## config.mk

```make
export PLATFORM = sky130hd
export DESIGN_NAME = seg_reg_file
export DESIGN_NICKNAME = d
export VERILOG_FILES = /design/src/rtl/seg_pkg.sv /design/src/rtl/seg_addr_gen.sv /design/src/rtl/seg_reg_file.sv
export SDC_FILE = /design/constraint.sdc
export NUM_CORES = 1
export LEC_CHECK = 0
export CAP_MARGIN = 40
export CORE_AREA = 2 2 92 183
export DETAILED_ROUTE_END_ITERATION = 6
export DIE_AREA = 0 0 94 185
export PLACE_DENSITY = 0.53
export SYNTH_ARGS = -nofsm -noshare
export SYNTH_HDL_FRONTEND = slang
export SYNTH_SLANG_ARGS = --single-unit
```

## constraint.sdc

```tcl
create_clock -name clk -period 8.2 [get_ports clk]
set_clock_uncertainty 0.15 [all_clocks]
set_input_delay 1.23 -clock clk [delete_from_list [all_inputs] [get_ports clk]]
set_output_delay 1.23 -clock clk [all_outputs]
set_load 0.01 [all_outputs]
```

## src/rtl/seg_pkg.sv

```systemverilog
// seg_pkg: segment index encoding and default parameters for the segment register file.
package seg_pkg;

    typedef enum logic [2:0] {
        SEG_ES = 3'd0,
        SEG_CS = 3'd1,
        SEG_SS = 3'd2,
        SEG_DS = 3'd3
    } seg_idx_e;

    localparam int DEF_NUM_SEG   = 4;
    localparam int DEF_DATA_W    = 16;
    localparam int DEF_OFF_W     = 16;
    localparam int DEF_SEG_SHIFT = 4;
    localparam int DEF_ADDR_W    = 20;
    localparam int DEF_SEL_W     = 3;

    localparam logic [DEF_DATA_W-1:0] DEF_CS_RST_VAL = 16'hFFFF;

endpackage

```

## src/rtl/seg_addr_gen.sv

```systemverilog
// seg_addr_gen: (segment << SEG_SHIFT) + offset, truncated to ADDR_W,
// held in a single valid/ready pipeline register.
module seg_addr_gen #(
    parameter int DATA_W    = 16,
    parameter int OFF_W     = 16,
    parameter int SEG_SHIFT = 4,
    parameter int ADDR_W    = 20
) (
    input  logic              clk,
    input  logic              rst,
    input  logic              ag_valid,
    output logic              ag_ready,
    input  logic [DATA_W-1:0] seg,
    input  logic [OFF_W-1:0]  off,
    input  logic              err,
    output logic              pa_valid,
    input  logic              pa_ready,
    output logic [ADDR_W-1:0] pa,
    output logic              pa_err
);

    logic [ADDR_W-1:0] sum;

    // Truncating before the add is safe: only the low ADDR_W bits survive anyway.
    assign sum      = (ADDR_W'(seg) << SEG_SHIFT) + ADDR_W'(off);
    assign ag_ready = !pa_valid || pa_ready;

    always_ff @(posedge clk or posedge rst) begin
        if (rst) begin
            pa_valid <= 1'b0;
            pa       <= '0;
            pa_err   <= 1'b0;
        end else if (ag_valid && ag_ready) begin
            pa_valid <= 1'b1;
            pa       <= sum;
            pa_err   <= err;
        end else if (pa_ready) begin
            pa_valid <= 1'b0;
        end
    end

endmodule

```

## src/rtl/seg_reg_file.sv

```systemverilog
// seg_reg_file: parametrised segment register bank with indexed read/write,
// physical-address generator with write bypass, and the SS-load interrupt shadow.
module seg_reg_file
    import seg_pkg::*;
#(
    parameter int                NUM_SEG    = DEF_NUM_SEG,
    parameter int                DATA_W     = DEF_DATA_W,
    parameter int                OFF_W      = DEF_OFF_W,
    parameter int                SEG_SHIFT  = DEF_SEG_SHIFT,
    parameter int                ADDR_W     = DEF_ADDR_W,
    parameter logic [DATA_W-1:0] CS_RST_VAL = DEF_CS_RST_VAL,
    parameter int                SEL_W      = DEF_SEL_W
) (
    input  logic                      clk,
    input  logic                      rst,
    input  logic                      wr_en,
    input  logic [SEL_W-1:0]          wr_sel,
    input  logic [DATA_W-1:0]         wr_data,
    input  logic [SEL_W-1:0]          rd_sel,
    output logic [DATA_W-1:0]         rd_data,
    output logic [NUM_SEG*DATA_W-1:0] seg_q,
    input  logic                      ag_valid,
    output logic                      ag_ready,
    input  logic [SEL_W-1:0]          ag_sel,
    input  logic [OFF_W-1:0]          ag_off,
    output logic                      pa_valid,
    input  logic                      pa_ready,
    output logic [ADDR_W-1:0]         pa,
    output logic                      pa_err,
    input  logic                      instr_done,
    output logic                      int_inhibit
);

    logic [DATA_W-1:0] regs [NUM_SEG];
    logic [DATA_W-1:0] ag_seg;
    logic              ag_bad;
    logic              ss_wr;
    logic              fresh;

    always_ff @(posedge clk or posedge rst) begin
        if (rst) begin
            for (int i = 0; i < NUM_SEG; i++)
                regs[i] <= (i == int'(SEG_CS)) ? CS_RST_VAL : '0;
        end else begin
            for (int i = 0; i < NUM_SEG; i++)
                if (wr_en && wr_sel == SEL_W'(i))
                    regs[i] <= wr_data;
        end
    end

    // Out-of-range indexes match no entry, so both muxes fall back to zero.
    always_comb begin
        rd_data = '0;
        ag_seg  = '0;
        for (int i = 0; i < NUM_SEG; i++) begin
            if (rd_sel == SEL_W'(i))
                rd_data = regs[i];
            if (ag_sel == SEL_W'(i))
                ag_seg = (wr_en && wr_sel == ag_sel) ? wr_data : regs[i];
        end
    end

    assign ag_bad = 32'(ag_sel) >= NUM_SEG;

    for (genvar g = 0; g < NUM_SEG; g++)
        assign seg_q[g*DATA_W +: DATA_W] = regs[g];

    assign ss_wr = wr_en && wr_sel == SEL_W'(SEG_SS) && NUM_SEG > int'(SEG_SS);

    // fresh masks the retirement pulse of the SS-loading instruction itself.
    always_ff @(posedge clk or posedge rst) begin
        if (rst) begin
            int_inhibit <= 1'b0;
            fresh       <= 1'b0;
        end else begin
            int_inhibit <= ss_wr ? 1'b1 : (instr_done && !fresh) ? 1'b0 : int_inhibit;
            fresh       <= ss_wr;
        end
    end

    seg_addr_gen #(
        .DATA_W    (DATA_W),
        .OFF_W     (OFF_W),
        .SEG_SHIFT (SEG_SHIFT),
        .ADDR_W    (ADDR_W)
    ) u_addr_gen (
        .clk      (clk),
        .rst      (rst),
        .ag_valid (ag_valid),
        .ag_ready (ag_ready),
        .seg      (ag_seg),
        .off      (ag_off),
        .err      (ag_bad),
        .pa_valid (pa_valid),
        .pa_ready (pa_ready),
        .pa       (pa),
        .pa_err   (pa_err)
    );

endmodule

```

### Yosys cells after proc, flatten, opt, wreduce, memory -nomap -nowiden

Cells that the tools add are included.

| word-level totals | value |
|---|---|
| output and inout port bits | 104 |
| flip-flop bits (word level) | 88 |
| logic and storage cells | 52 |

| cells by class | value |
|---|---|
| multiplexer cells | 16 |
| eq/ne operators | 10 |
| order comparisons | 1 |
| reduce and logical (&&, ||, !) cells | 15 |
| add/sub/neg operators | 1 |

Operator list:

| cell | count |
|---|---|
| 16-bit two-way mux | 12 |
| 20-bit by 16-bit adder with 20-bit output | 1 |
| 3-bit by 2-bit == test with 1-bit output (second input constant) | 6 |
| 3-bit by 1-bit == test with 1-bit output (second input constant) | 3 |
| 3-bit zero test | 3 |
| 1-bit logical AND | 7 |
| 1-bit two-way mux | 4 |
| 2-bit nonzero test | 2 |
| 3-bit == test | 1 |
| 3-bit >= comparator (second input constant) | 1 |
| 1-bit zero test | 2 |
| 1-bit logical OR | 1 |

### Logic depth before layout (Yosys ltp)

Gate-level depths: netlist of run 1.

| depth | value |
|---|---|
| depth in word-level cells | 8 |
| mapped depth | 17 |

### Hierarchy

A second synthesis of run 1 with hierarchy kept.

| second synthesis, totals | value |
|---|---|
| cell total of the unflattened synthesis | 491 |
| area total of the unflattened synthesis | 5237.5 um2 |

By module, submodules not included:

| module | times used | area each (um2) | cells each |
|---|---|---|---|
| seg_reg_file | 1 | 3807.4 | 343 |
| seg_addr_gen | 1 | 1430.1 | 148 |

### Worst setup path after synthesis of run 1

OpenSTA, ideal clock, no wires.

| path | value |
|---|---|
| kind | input-to-reg |
| start point | input port ag_sel[1] |
| end point | register u_addr_gen.pa[12] |
| stages on the path | 16 |
| arrival | 3.853 ns |
| setup time | 0.138 ns |
| data required time | 7.912 ns |
| buffers on the path | 3 |
| path slack | 4.059 ns |
| cell sequence | buf_6 xnor2_1 nand4_2 buf_6 clkbuf_1 o22ai_1 a21oi_1 ha_1 fa_1 a21oi_1 nor2_1 or2_2 a21o_1 a21oi_1 xnor2_1 o21ai_0 |

| between the ends | value |
|---|---|
| longest elaborated chain between the ends | 8 |
| elaborated cells between the ends (all ways) | 15 |
| those cells by class | add/sub (1); eq/ne (4); mux (8); reduce/logical (2) |

Ends and longest elaborated chain:

| element | line | source |
|---|---|---|
| start: declaration | seg_reg_file.sv:24 | `input logic [SEL_W-1:0] ag_sel,` |
| 3-bit == test | seg_reg_file.sv:59 | `ag_seg = (wr_en && wr_sel == ag_sel) ? wr_data : regs[i];` |
| 1-bit logical AND | seg_reg_file.sv:59 |  |
| 16-bit two-way mux | seg_reg_file.sv:59 |  |
| 16-bit two-way mux (3 in series) | seg_reg_file.sv:58 | `if (ag_sel == SEL_W'(i))` |
| 16-bit two-way mux * | seg_reg_file.sv:58 |  |
| 20-bit by 16-bit adder with 20-bit output * | seg_addr_gen.sv:25 | `assign sum = (ADDR_W'(seg) << SEG_SHIFT) + ADDR_W'(off);` |
| end signal: assignment | seg_addr_gen.sv:35 | `pa <= sum;` |
| end: declaration | seg_addr_gen.sv:18 | `output logic [ADDR_W-1:0] pa,` |

Mark *: on every way between the ends. The rest lies on a longest branch, timed or not.
A chain may end at the register's enable or synchronous reset.

### Worst setup path in the final report of run 1

| path | value |
|---|---|
| start point | input port ag_sel[1] |
| end point | register u_addr_gen.pa[17] |

The elaborated chain is that of the path after synthesis.

==> results_dict.tcl, run 1 <==
set metrics [dict create \
    antenna_cells 0 \
    async_flop_share 1.00 \
    synth_edf_count 0 \
    dp_slack_ns 1.98 \
    grt.total_usage 0.187 \
    rsz0062_at_grt "false" \
    slew_headroom 0.461 \
    drive_above_1_share 0.248 \
    ioPinCount 151 \
    cp-endpoint "u_addr_gen.pa[17]" \
    arrival_ns 6.06 \
    syn_nets 492 \
    seq_area_frac_synth 0.441 \
    cp.required_ns 8.29 \
    setup_tns_ns 0 \
    syn_area_um2 5030 \
    grt_overflow 0 \
    drv_slew 0 \
    power.leakage_nw 2.83 \
    clock_path_buffers 2 \
    avgSynthCellArea_um2 11.7 \
    yosysTopAreaCell "dfrtp_1" \
    die_w_um 94 \
    fin_nets 636 \
    grt_pass1_wl_um 24900 \
    setup_violations 0 \
    max_stage_delay_ns 0.65 \
    cts_num_sinks 88 \
    finalCritPeriodShare 0.729 \
    path_clk_slew_ns 0.06 \
    timing.hold.ws_ns 0.330 \
    synth_cells 432 \
    fin_cells 784 \
    die_y_um 185 \
    r2r_cells 12 \
    cap_violations 0 \
    post-cts-setup-buffer-count 0 \
    yosysWarningCount 0 \
    ys_seq_elements 88 \
    crit_path_cell_trace "clkdlybuf4s50_1, buf_4, xnor2_1, nand4_2, mux2_2, nor2_2, o22ai_1, a21oi_1, ha_1, a21o_1, and4_1, o2111ai_1, a31oi_1, o21ai_1, xor2_1, o31ai_2" \
    total_power_w 0.00168 \
    critPathMaxFanout 30 \
    rows 66 \
    worst_setup_path_end_kind "register" \
    worstReg2RegEnd "u_addr_gen.pa[17]" \
    synthTopCellsByArea "dfrtp_1, mux2_2, dfstp_2" \
    crit_start "ag_sel[1]" \
    worst_slew_pin_slew_ns 0.806 \
    fp.dieArea_um2 17400 \
    area_growth_pct 41.2 \
    dpl.hpwl_um 11200 \
    ys_dominant_reg_cell "dfrtp_1" \
    setup_slack_ns 2.22 \
    clock_latency_ns 0.34 \
    slowest_stage "nand4_2" \
    cts_buffers 9 \
    reg2reg_slack_ns 4.80 \
    dp_cells 769 \
    vias_per_cell 5.29 \
    core_um2 16100 \
    hold_buffers 0 \
    htreeDepth 3 \
    peakVddDrop_mv 0.104 \
    synth_top_area_frac 0.358 \
    drc 0 \
    p_per_area_nw_per_um2 236 \
    start_util 0.313 \
    hp-class "register to register" \
    hold_viol_final 0 \
    first_global_vias 4381 \
    period_needed_ns 5.98 \
    drt_iter0_drc 164 \
    grt_start_max_net_pins 65 \
    routabilityCongestion 0.817 \
    postRouteAntennaNets 0 \
    r2r_start "seg_q[17]" \
    synth.distinct_cells 48 \
    io_buffer_count 150 \
    startpoint_type "primary input" \
    firstDrtPassIters 5 \
    run_status "finished, final reports clean" \
    vias 4146 \
    post_drt_wl_per_cell_um 20.2 \
    cts_resized 0 \
    antenna_found_initial 0 \
    cts_root_buffer "clkbuf_16" \
    criticalPathCategory "primary input to register" \
    drt-total-wl_um 15900 \
    max_freq_mhz 167 \
    tritoncts "done" \
]
cells in the final DEF, fill, tap and decap left out, types with 5 or more instances in the layout:
master	Yosys	layout
buf_4	1	10
nand2b_1	5	5
a21oi_1	26	26
nand2_1	20	20
nor2_1	17	17
nor2b_1	29	29
xor2_1	7	7
xnor2_1	9	9
ha_1	12	12
o22ai_1	36	36
clkdlybuf4s50_1	0	150
clkbuf_16	0	9
mux2_2	73	73
dfstp_2	16	16
mux4_2	17	17
dfrtp_1	72	72
o21ai_0	15	15
a21o_1	5	5
metal layers:
layer / vias to the layer above / part of all wire / global-route usage
met5: - / 0 / 0
met4: 0 / 0.027 / 0.0649
met3: 18 / 0.052 / 0.0358
met2: 162 / 0.48 / 0.302
met1: 2078 / 0.44 / 0.249
li1: 1888 / - / -
metrics by stage:
step,area (µm²),utilization
2_1_floorplan,5030,-
3_3_place_gp,6760,0.420
3_5_place_dp,6810,0.423
4_1_cts,7110,0.441
5_1_grt,7110,0.441
6_report,7110,0.441
critical path, delay by kind of cell:
kind            cells  cell delay [ns]
compound gates      7             1.56
simple gates        3             1.35
buf+inv             2             0.76
mux                 1             0.56
xor+xnor            2             0.33
fa+ha+maj           1             0.26
cell families (layout without fill, tap and decap cells):
| logic type | Yosys count | after routing | synth area share |
|---|---|---|---|
| AOI/OAI and AO/OA | 99 | 99 | 0.121 |
| muxes | 93 | 93 | 0.245 |
| and+or+nand+nor | 90 | 90 | 0.0992 |
| DFF | 88 | 88 | 0.441 |
| buffers and inverters | 33 | 181 | 0.0313 |
| xor gates and xnor gates | 16 | 16 | 0.0278 |
| adders and majority gates | 13 | 13 | 0.0338 |
synthesized netlist by cell type, drive strengths merged, types with 9 or more instances:
| cell type | instances |
|---|---|
| ha | 12 |
| mux2 | 73 |
| xnor2 | 9 |
| o21ai | 18 |
| nand2 | 20 |
| dfstp | 16 |
| a21oi | 26 |
| buf | 17 |
| nor2 | 19 |
| dfrtp | 72 |
| clkbuf | 12 |
| o22ai | 36 |
| mux4 | 17 |
| nor2b | 29 |
registers in the layout, indices dropped and copies added (netlist names):
register / flops
u_addr_gen.pa_valid: 1
u_addr_gen.pa_err: 1
seg_q: 64
fresh: 1
u_addr_gen.pa: 20
int_inhibit: 1
layout make-up:
cell class,count,area (µm²)
multi-input cells,311,2690
flip-flops and latches,88,2220
well taps,204,255
fillers,1564,8990
clock buffers,11,233
inverters,4,16.3
repair buffers,162,1620
clock inverters,4,70.1
worst min path at each step:
| stage | start | end | cells past startpoint |
|---|---|---|---|
| CTS | u_addr_gen.pa[12] | u_addr_gen.pa[12] | 2 |
| detailed placement | u_addr_gen.pa[12] | u_addr_gen.pa[12] | 2 |
| global placement | u_addr_gen.pa[14] | u_addr_gen.pa[14] | 2 |
| global route | u_addr_gen.pa[12] | u_addr_gen.pa[12] | 2 |
| floorplan | fresh | int_inhibit | 2 |
| finish | u_addr_gen.pa[12] | u_addr_gen.pa[12] | 2 |
power by group:
group          switching, W  internal [W]  leakage, nW  total [W]
Clock              0.000164      0.000265        0.149   0.000429
Combinational      0.000245      0.000365         1.64   0.000609
Sequential        0.0000974      0.000543         1.04   0.000641
(Power assumes the default switching activity.)
==> run 2, diff against run 1 <==
PLACE_DENSITY = 0.55   (was 0.53)
clock period = 5.1 ns   (was 8.2 ns; I/O delays follow)
==> results_dict.tcl, run 2 (synthesis gave the netlist of run 1 again) <==
set metrics [dict create \
    run_status "finished, final reports clean" \
    worst_slew_pin_slew_ns 0.796 \
    cp.required_ns 5.17 \
    worstReg2RegEnd "u_addr_gen.pa[17]" \
    rsz0062_at_grt "false" \
    tritoncts "done" \
    antenna_cells 0 \
    post_drt_wl_per_cell_um 19.7 \
    rows 66 \
    path_clk_slew_ns 0.07 \
    fp.dieArea_um2 17400 \
    min_from "u_addr_gen.pa[16]" \
    min_to "u_addr_gen.pa[16]" \
    htreeDepth 3 \
    cts_root_buffer "clkbuf_16" \
    grt_overflow 0 \
    grt_start_max_net_pins 39 \
    drt-total-wl_um 15500 \
    fin_nets 640 \
    cts_num_sinks 88 \
    p_per_area_nw_per_um2 375 \
    peakVddDrop_mv 0.247 \
    vias 4129 \
    post-cts-setup-buffer-count 0 \
    crit_buf_inv 1 \
    first_global_vias 4266 \
    cap_violations 0 \
    hp-class "register to register" \
    cts_buffers 9 \
    antenna_found_initial 0 \
    crit_path_cell_trace "clkdlybuf4s50_1, xnor2_1, nand4_2, mux2_2, nor2_2, o22ai_1, a21oi_1, ha_1, a21o_1, and4_1, o2111ai_1, a31oi_1, o21ai_1, xor2_1, o31ai_2" \
    startpoint_type "primary input" \
    postRouteAntennaNets 0 \
    critPathTopFamily "compound AO/OA/AOI/OAI gates" \
    critPathMaxFanout 5 \
    reg2reg_slack_ns 1.88 \
    max_stage_delay_ns 0.69 \
    drv_slew 0 \
    firstDrtPassIters 4 \
    clock_path_buffers 2 \
    hold_buffers 0 \
    r2r_start "seg_q[17]" \
    clock_latency_ns 0.34 \
    hold_viol_final 0 \
    io_buffer_count 150 \
    crit_start "wr_sel[2]" \
    grt_pass1_wl_um 24300 \
    setup_violations 0 \
    largest_reg_flops 64 \
    period_needed_ns 4.29 \
    drt_iter0_drc 222 \
    start_util 0.313 \
    max_freq_mhz 233 \
    arrival_ns 4.36 \
    layout_commonest_cell "clkdlybuf4s50_1" \
    r2r_cells 12 \
    die_w_um 94 \
    die_y_um 185 \
    vias_per_cell 5.23 \
    slowest_stage "clkdlybuf4s50_1" \
    routabilityCongestion 0.856 \
    layout_common_cells "clkdlybuf4s50_1, mux2_2, dfrtp_1, o22ai_1, nor2b_1" \
    grt.total_usage 0.182 \
    finalCritPeriodShare 0.841 \
    cts_resized 0 \
    core_um2 16100 \
    slew_headroom 0.468 \
    criticalPathCategory "primary input to register" \
    ioPinCount 151 \
    drc 0 \
    final_core_util 0.443 \
    drive_above_1_share 0.258 \
    setup_tns_ns 0 \
    holdPathStages 2 \
    area_growth_pct 41.5 \
    dpl.hpwl_um 11100 \
    power.leakage_nw 2.83 \
    worst_setup_path_end_kind "register" \
]
run 2: changes by cell type in the layout (fill, tap and decap cells not counted), sizes merged:
cell,before,now
buf,12,16
bufinv,2,1
clkbuf,11,9
clkinvlp,0,3
inv,3,4
run 2: how the worst max path moves through the flow:
stage / to / slack, ns / cells after the start
final: u_addr_gen.pa[17] / 0.81 / 15
after detailed placement: u_addr_gen.pa[17] / 0.50 / 15
after global routing: u_addr_gen.pa[17] / 0.60 / 15
after global placement: u_addr_gen.pa[17] / 0.54 / 15
after floorplan: u_addr_gen.pa[12] / 1.42 / 16
after CTS: u_addr_gen.pa[17] / 0.84 / 15
run 2: final cells by class:
cell class / instances / area, µm²
timing repair buffer: 166 / 1640
clock inverter: 7 / 71.3
clock buffer: 9 / 225
inverter: 4 / 16.3
multi-input combinational: 311 / 2690
sequential: 88 / 2220
fill: 1537 / 8980
tap: 204 / 255
run 2: where the power goes:
part,internal [W],switching [W]
clock,0.000380,0.000282
combinational,0.000588,0.000393
sequential,0.000873,0.000153
run 2: worst min-delay path, stage by stage, from the launching register on:
cell and delay [ns]:
dfrtp_1 0.34, nand2_1 0.05, o21ai_0 0.06
run 2: through the flow:
step           worst slack [ns]  cell area, µm²  power (W)  std cells  hold WS, ns
6_report                  0.812            7130    0.00267        789        0.328
5_1_grt                   0.604            7130    0.00282        789        0.354
4_1_cts                   0.843            7130    0.00271        789        0.340
3_5_place_dp              0.502            6830    0.00203        773        0.319
3_3_place_gp              0.543            6790    0.00202        771        0.313
2_1_floorplan              1.42            5030    0.00148        432        0.357
run 2: metal layers:
| metal | wire length, µm | global-route usage | part of all wire | vias up |
|---|---|---|---|---|
| met1 | 6930 | 0.255 | 0.45 | 2041 |
| met2 | 7370 | 0.283 | 0.48 | 174 |
| met3 | 971 | 0.0366 | 0.063 | 14 |
| met5 | 0 | 0 | 0 | - |
| li1 | - | - | - | 1900 |
| met4 | 231 | 0.0557 | 0.015 | 0 |
==> run 3, diff against run 2 <==
PLACE_DENSITY = 0.53   (was 0.55)
clock period = 4.1 ns   (was 5.1 ns; I/O delays follow)
==> results_dict.tcl, run 3 (synthesis gave the netlist of run 1 again) <==
set metrics [dict create \
    run_status "finished, final reports clean" \
    postRouteAntennaNets 0 \
    grt_overflow 0 \
    core_um2 16100 \
    place_area_um2 7070 \
    startpoint_type "primary input" \
    post-cts-setup-buffer-count 0 \
    rsz0062_at_grt "false" \
    drv_slew 0 \
    htreeDepth 3 \
    worst_setup_path_end_kind "register" \
    clock_latency_ns 0.34 \
    die_w_um 94 \
    max_freq_mhz 264 \
    tritoncts "done" \
    vias 4272 \
    grt.total_usage 0.187 \
    hp-class "register to register" \
    dp_cells 807 \
    finalCritPeriodShare 0.923 \
    clock_path_buffers 2 \
    layout_common_cells "clkdlybuf4s50_1, mux2_2, dfrtp_1, buf_4, o22ai_1" \
    period_needed_ns 3.79 \
    fp.dieArea_um2 17400 \
    grt_pass1_wl_um 24600 \
    die_y_um 185 \
    routabilityCongestion 0.826 \
    p_per_area_nw_per_um2 462 \
    multi_input_area_um2 2690 \
    dpl.hpwl_um 11600 \
    cts_root_buffer "clkbuf_16" \
    criticalPathCategory "primary input to register" \
    peakVddDrop_mv 0.231 \
    area_growth_pct 46.7 \
    final_area_um2 7380 \
    drc 0 \
    grt_start_max_net_pins 40 \
    drive_above_1_share 0.297 \
    power.leakage_nw 3.01 \
    cp.required_ns 4.17 \
    fin_nets 674 \
    antenna_cells 0 \
    layout_commonest_cell "clkdlybuf4s50_1" \
    cts_num_sinks 88 \
    path_clk_slew_ns 0.06 \
    drt-total-wl_um 15700 \
    drt_iter0_drc 180 \
    critPathMaxFanout 9 \
    io_buffer_count 150 \
    post_drt_wl_per_cell_um 19.1 \
    regArea_um2 2220 \
    first_global_vias 4419 \
    vias_per_cell 5.19 \
    rows 66 \
    cts_buffers 9 \
    worst_slew_pin_slew_ns 0.840 \
    fin_cells 823 \
    hold_buffers 0 \
    hold_viol_final 0 \
    arrival_ns 3.86 \
    final_core_util 0.459 \
    cap_violations 0 \
    antenna_found_initial 0 \
    n_fill_cell 1536 \
    start_util 0.313 \
    cts_resized 0 \
    dp_slack_ns -0.00464 \
    largest_reg_flops 64 \
    slew_headroom 0.438 \
    firstDrtPassIters 5 \
    ioPinCount 151 \
    setup_violations 0 \
    setup_slack_ns 0.315 \
]
## run 3: worst max-delay path: stages
cell and delay [ns]:
clkdlybuf4s50_1 0.50, buf_4 0.19, nand2b_1 0.16, buf_4 0.16, o22ai_1 0.08, nor2_1 0.27, o22ai_1 0.22, a21oi_1 0.22
ha_1 0.28, a21oi_1 0.22, nor2_1 0.10, or2_2 0.29, a21o_1 0.19, a21oi_1 0.17, xnor2_1 0.13, o21ai_0 0.08
## run 3: through the flow
| stage | power [W] | hold slack, ns | setup TNS, ns |
|---|---|---|---|
| after global routing | 0.00362 | 0.364 | 0 |
| after floorplan | 0.00185 | 0.357 | 0 |
| after global placement | 0.00256 | 0.315 | -0.0728 |
| final | 0.00341 | 0.324 | 0 |
| after CTS | 0.00346 | 0.335 | 0 |
| after detailed placement | 0.00257 | 0.320 | -0.0110 |
## run 3: path summary, 6_finish.rpt
check | startpoint | end | slack [ns] | depth (start not counted)
worst max-delay path | ag_sel[1] | u_addr_gen.pa[12] | 0.31 | 16
worst min-delay path | u_addr_gen.pa[15] | u_addr_gen.pa[15] | 0.32 | 2
worst max register to register | seg_q[0] | u_addr_gen.pa[12] | 0.91 | 15
worst min register to register | u_addr_gen.pa[15] | u_addr_gen.pa[15] | 0.32 | 2
max in group asynchronous | rst | seg_q[31] | 2.50 | 3
min in group asynchronous | rst | u_addr_gen.pa[2] | 0.52 | 2
## run 3: area by class of cell
type,instances,area share
flip-flops and latches,88,0.301
well taps,204,0.0346
clock buffers,10,0.0310
multi-input cells,311,0.365
inverters,4,0.00220
clock inverters,6,0.0114
repair buffers,200,0.255
## run 3: routing by layer
metal	vias up	wire, µm	part of all wire	track usage
li1	1978	-	-	-
met4	0	412	0.026	0.0678
met2	191	7560	0.48	0.306
met5	-	0	0	0
met1	2077	6620	0.42	0.242
met3	26	1100	0.070	0.0391
## run 3: power by group
group	internal [W]	total, W	switching (W)
Combinational	0.000770	0.00127	0.000496
Clock	0.000532	0.000872	0.000340
Sequential	0.00109	0.00128	0.000189
